### src/rtl/ram_arb_pkg.sv
// rtl/ram_arb_pkg.sv - shared state and owner encodings for the RAM arbiter
package ram_arb_pkg;

    typedef enum logic [1:0] {
        ST_IDLE  = 2'd0,
        ST_ISSUE = 2'd1,
        ST_WAIT  = 2'd2,
        ST_DONE  = 2'd3
    } state_e;

    typedef enum logic [1:0] {
        OWN_NONE = 2'd0,
        OWN_A    = 2'd1,
        OWN_B    = 2'd2
    } owner_e;

endpackage

### src/rtl/ram_arb_starve.sv
// rtl/ram_arb_starve.sv - saturating wait counter used to stop requester B from starving
module ram_arb_starve
    import ram_arb_pkg::*;
#(
    parameter int CW         = 3,
    parameter int STARVE_MAX = 4
) (
    input  logic          clk_i,
    input  logic          rst_i,
    input  logic          inc_i,
    input  logic          clr_i,
    input  logic [CW-1:0] sat_i,
    output logic          ge_max_o
);

    localparam logic [CW-1:0] MAX_C = CW'(STARVE_MAX);

    logic [CW-1:0] cnt_q;
    logic [CW-1:0] cnt_d;

    // Clear wins over increment so a grant in the same cycle restarts the wait from zero.
    always_comb begin
        cnt_d = cnt_q;
        if (clr_i) begin
            cnt_d = '0;
        end else if (inc_i && (cnt_q < sat_i)) begin
            cnt_d = cnt_q + CW'(1);
        end
    end

    always_ff @(posedge clk_i) begin
        if (rst_i) begin
            cnt_q <= '0;
        end else begin
            cnt_q <= cnt_d;
        end
    end

    assign ge_max_o = (cnt_q >= MAX_C);

endmodule

### src/rtl/ram_arbiter.sv
// rtl/ram_arbiter.sv - fixed-priority arbiter (A first) for the shared 256x8 data RAM
module ram_arbiter
    import ram_arb_pkg::*;
#(
    parameter int AW         = 8,
    parameter int DW         = 8,
    parameter int RD_LAT     = 1,
    parameter int STARVE_MAX = 4,
    parameter int CW         = 3
) (
    input  logic          clk_i,
    input  logic          rst_i,
    input  logic          a_req_i,
    input  logic          a_we_i,
    input  logic [AW-1:0] a_addr_i,
    input  logic [DW-1:0] a_wdata_i,
    output logic          a_ack_o,
    output logic [DW-1:0] a_rdata_o,
    input  logic          b_req_i,
    input  logic          b_we_i,
    input  logic [AW-1:0] b_addr_i,
    input  logic [DW-1:0] b_wdata_i,
    output logic          b_ack_o,
    output logic [DW-1:0] b_rdata_o,
    output logic [AW-1:0] ram_addr_o,
    output logic [DW-1:0] ram_data_o,
    output logic          ram_wren_o,
    input  logic [DW-1:0] ram_q_i,
    output logic [1:0]    owner_o,
    output logic          busy_o
);

    localparam int LW = (RD_LAT > 2) ? $clog2(RD_LAT) : 1;

    state_e        state_q, state_d;
    owner_e        owner_q, owner_d;
    logic          we_q, we_d;
    logic [AW-1:0] addr_q, addr_d;
    logic [DW-1:0] wdata_q, wdata_d;
    logic [LW-1:0] lat_q, lat_d;
    logic          grant_b;
    logic          starve_inc;
    logic          starve_ge;

    assign starve_inc = b_req_i && (owner_q != OWN_B);

    ram_arb_starve #(
        .CW        (CW),
        .STARVE_MAX(STARVE_MAX)
    ) u_starve (
        .clk_i   (clk_i),
        .rst_i   (rst_i),
        .inc_i   (starve_inc),
        .clr_i   (grant_b),
        .sat_i   ({CW{1'b1}}),
        .ge_max_o(starve_ge)
    );

    always_comb begin
        state_d = state_q;
        owner_d = owner_q;
        we_d    = we_q;
        addr_d  = addr_q;
        wdata_d = wdata_q;
        lat_d   = lat_q;
        grant_b = 1'b0;
        case (state_q)
            ST_IDLE: begin
                if (b_req_i && (!a_req_i || starve_ge)) begin
                    grant_b = 1'b1;
                    owner_d = OWN_B;
                    we_d    = b_we_i;
                    addr_d  = b_addr_i;
                    wdata_d = b_wdata_i;
                    state_d = ST_ISSUE;
                end else if (a_req_i) begin
                    owner_d = OWN_A;
                    we_d    = a_we_i;
                    addr_d  = a_addr_i;
                    wdata_d = a_wdata_i;
                    state_d = ST_ISSUE;
                end
            end
            ST_ISSUE: begin
                // WAIT covers RD_LAT-1 cycles; the counter holds the cycles left after the first.
                if (RD_LAT == 1) begin
                    state_d = ST_DONE;
                end else begin
                    state_d = ST_WAIT;
                    lat_d   = LW'(RD_LAT - 2);
                end
            end
            ST_WAIT: begin
                if (lat_q == '0) begin
                    state_d = ST_DONE;
                end else begin
                    lat_d = lat_q - LW'(1);
                end
            end
            ST_DONE: begin
                state_d = ST_IDLE;
                owner_d = OWN_NONE;
            end
            default: state_d = ST_IDLE;
        endcase
    end

    always_ff @(posedge clk_i) begin
        if (rst_i) begin
            state_q <= ST_IDLE;
            owner_q <= OWN_NONE;
            we_q    <= 1'b0;
            addr_q  <= '0;
            wdata_q <= '0;
            lat_q   <= '0;
        end else begin
            state_q <= state_d;
            owner_q <= owner_d;
            we_q    <= we_d;
            addr_q  <= addr_d;
            wdata_q <= wdata_d;
            lat_q   <= lat_d;
        end
    end

    // Reset gating keeps a write in flight from landing while the arbiter is being aborted.
    assign ram_wren_o = (state_q == ST_ISSUE) && we_q && !rst_i;
    assign ram_addr_o = addr_q;
    assign ram_data_o = wdata_q;
    assign a_ack_o    = (state_q == ST_DONE) && (owner_q == OWN_A) && !rst_i;
    assign b_ack_o    = (state_q == ST_DONE) && (owner_q == OWN_B) && !rst_i;
    assign a_rdata_o  = ram_q_i;
    assign b_rdata_o  = ram_q_i;
    assign owner_o    = owner_q;
    assign busy_o     = (state_q != ST_IDLE);

endmodule

### config.mk
export PLATFORM = sky130hd
export DESIGN_NAME = ram_arbiter
export DESIGN_NICKNAME = d
export VERILOG_FILES = /design/src/rtl/ram_arb_pkg.sv /design/src/rtl/ram_arb_starve.sv /design/src/rtl/ram_arbiter.sv
export SDC_FILE = /design/constraint.sdc
export NUM_CORES = 1
export LEC_CHECK = 0
export ABC_AREA = 0
export CAP_MARGIN = 20
export CORE_MARGIN = 2
export CORE_UTILIZATION = 38
export DETAILED_ROUTE_END_ITERATION = 12
export GPL_ROUTABILITY_DRIVEN = 1
export PLACE_DENSITY_LB_ADDON = 0.3
export SLEW_MARGIN = 20
export SYNTH_ARGS = -nofsm -noshare
export SYNTH_HDL_FRONTEND = slang
export SYNTH_SLANG_ARGS = --single-unit
### constraint.sdc
create_clock -name clk_i -period 1.93 [get_ports clk_i]
set_input_delay 0.193 -clock clk_i [delete_from_list [all_inputs] [get_ports clk_i]]
set_output_delay 0.193 -clock clk_i [all_outputs]
set_load 0.05 [all_outputs]
==> results.txt <==
Die Area -> 4310 um2
Critical Path Source -> owner_o[1]
DRT iter0 DRCs -> 98
Starting Density -> 39.4%
crit start category -> flip-flop
router iterations before antenna repair -> 4
cts hold-fix bufs -> 0
# nets final -> 258
cell row count -> 22
worst slew pin tran -> 0.522 ns
DR vias/cell -> 5.44
Distinct cells, synth -> 32
CP Class -> reg2out
Clock transition at path regs -> 0.08 ns
slew margin rel. -> 65.1%
H-tree levels -> 1
Post-synth EDFFs -> 0
first-pass GRT wire length -> 6.29 mm
sequential share of the synthesized area -> 33.3%
antenna cells -> 0
WL/cell -> 15.2 um
setup TNS -> 0 ns
CP Data Required Time -> 1.74 ns
post-cts gate resize count -> 0
Final HPWL DP -> 2.97 mm
CP Max Fanout -> 4
CTS tree -> done
biggest area consumer among synthesized cells -> dfxtp_1
YS warnings -> 0
I/O pins -> 84
routability cong. -> 0.721
Synth Flop Type -> dfxtp_1
final setup fails -> 0
CTS root buf -> clkbuf_8
total chip power -> 1.71 mW
HP Class -> in2out
DRT Wirelength -> 3.87 mm
IO buf count -> 59
Fmax -> 600 MHz
r2r startpoint -> state_q[0]
top cells by instance count after synthesis -> 24 x dfxtp_1, 20 x buf_4, 19 x nand3_1, 19 x nor2_1, 11 x o21ai_0
Final Skew -> 0.0109 ns
Post-CTS Setup Bufs -> 0
CP arrival -> 1.47 ns
Max Cap Viol -> 0
worst-path cell chain -> clkdlybuf4s50_1
Sink Count -> 24
hold path start -> ram_q_i[3]
VDD IR max -> 0.938 mV
status -> complete, no violations
register bit count reported by yosys -> 24
buffers plus inverters on the worst setup path -> 1
Worst setup EP type -> primary output
GR Util All Layers -> 18.9%
Synth area leaders -> dfxtp_1 33%, a311oi_2 10%, buf_4 10%
PwrDens -> 842 nW/um2
leakage power total -> 0.732 nW
drc violations -> 0
initial antenna violation count -> 0
Final Slew Violations -> 0
top cell type's share of synthesized area -> 33.3%
CORE AREA -> 3660 um2
delay-heaviest family, CP -> buffers and inverters
Die Wd -> 65.6 um
Overflow after GRT -> 0
Net Count, Synth -> 217
Inserted Clock Buffers -> 3
CTS max path bufs -> 2
async set-reset flop share out of synthesis -> 0%
via count -> 1383
FF-to-FF path depth -> 6
Synth Instances -> 166
Critical Path Stages -> 1
largest net degree at the start of global routing -> 21
Chip Height -> 65.6 um
most common cell in the netlist -> dfxtp_1
unrepaired setup endpoints after global routing -> no
Syn-to-layout area delta -> 41.1%
WHS Path Cells -> 0
cell area after synthesis -> 1440 um2
Synth Area per Inst -> 8.69 um2
Worst-Skew Late Latency -> 0.27 ns
final period utilization -> 86.3%
vias in the first global route -> 1339
Routed Antenna Nets -> 0
final hold viol count -> 0
layout cell share with drive strength beyond 1 -> 14.1%
Critical Path Max Stage Delay -> 0.82 ns
final critical-path required period -> 1.67 ns
Slowest-stage cell, CP -> clkdlybuf4s50_1
## cells in the final DEF, fill, tap and decap left out, drive strengths merged
cell type,Yosys,final
nand3,19,19
a211oi,1,1
nor2b,2,2
a21boi,1,1
buf,26,11
nor3b,2,2
nand4,1,1
dfxtp,24,24
a311oi,18,18
o21ai,19,19
and2b,1,1
nand2,3,3
clkdlybuf4s50,0,55
bufinv,0,1
inv,5,5
and3,1,1
nor4bb,1,1
a31oi,3,3
mux2i,1,1
nor2,19,19
o211a,1,1
nand2b,2,2
and3b,1,1
clkbuf,4,3
a21oi,2,2
a31o,1,1
and2,1,1
o21a,2,2
ha,5,5
## layer usage
| metal | up-vias | routed length, um | track usage, % |
|---|---|---|---|
| met5 | - | 0 | 0 |
| met4 | 0 | 48 | 4.95 |
| met3 | 6 | 252 | 4.28 |
| met2 | 57 | 2030 | 34.8 |
| met1 | 655 | 1540 | 21.7 |
| li1 | 665 | - | - |
## worst paths after layout
check | to | slack (ns)
max | owner_o[1] | 0.26
min | a_rdata_o[3] | 0.39
max reg2reg | ram_addr_o[2] | 0.34
min reg2reg | ram_addr_o[5] | 0.50
## metrics by stage
stage	utilization [%]	hold slack (ns)	cells	area (um2)	worst slack, ns
2_1_floorplan	-	0.345	166	1450	0.0625
3_3_place_gp	53.7	0.387	250	1960	0.257
3_5_place_dp	53.7	0.387	250	1960	0.163
4_1_cts	55.6	0.387	254	2040	0.247
5_1_grt	55.6	0.386	254	2040	0.110
6_report	55.6	0.386	254	2040	0.264
## where the power goes
| part | internal, mW | switching [mW] |
|---|---|---|
| Combinational | 0.270 | 0.400 |
| Sequential | 0.560 | 0.0405 |
| Clock | 0.277 | 0.165 |
## area by class of cell
| class | count | area, um2 |
|---|---|---|
| Clock inverter | 1 | 30.0 |
| Fill cell | 327 | 1630 |
| Sequential cell | 24 | 480 |
| Multi-Input combinational cell | 107 | 747 |
| Tap cell | 48 | 60.1 |
| Clock buffer | 3 | 41.3 |
| Timing Repair Buffer | 66 | 658 |
| Inverter | 5 | 18.8 |
## state kept, by name (all words and copies together) (netlist names)
signal and count:
ram_addr_o 8, ram_data_o 8, u_starve.cnt_q 3, owner_o 2, state_q 2, we_q 1
## kinds of logic after synthesis
| kind of cell | Yosys count | synth area share, % |
|---|---|---|
| compound gates | 48 | 27.2 |
| fa+ha+maj | 5 | 4.34 |
| mux | 1 | 0.694 |
| buf+inv | 35 | 15.7 |
| simple gates | 53 | 18.7 |
| flops | 24 | 33.3 |
No activity file was read; power rests on OpenSTA's default activity.
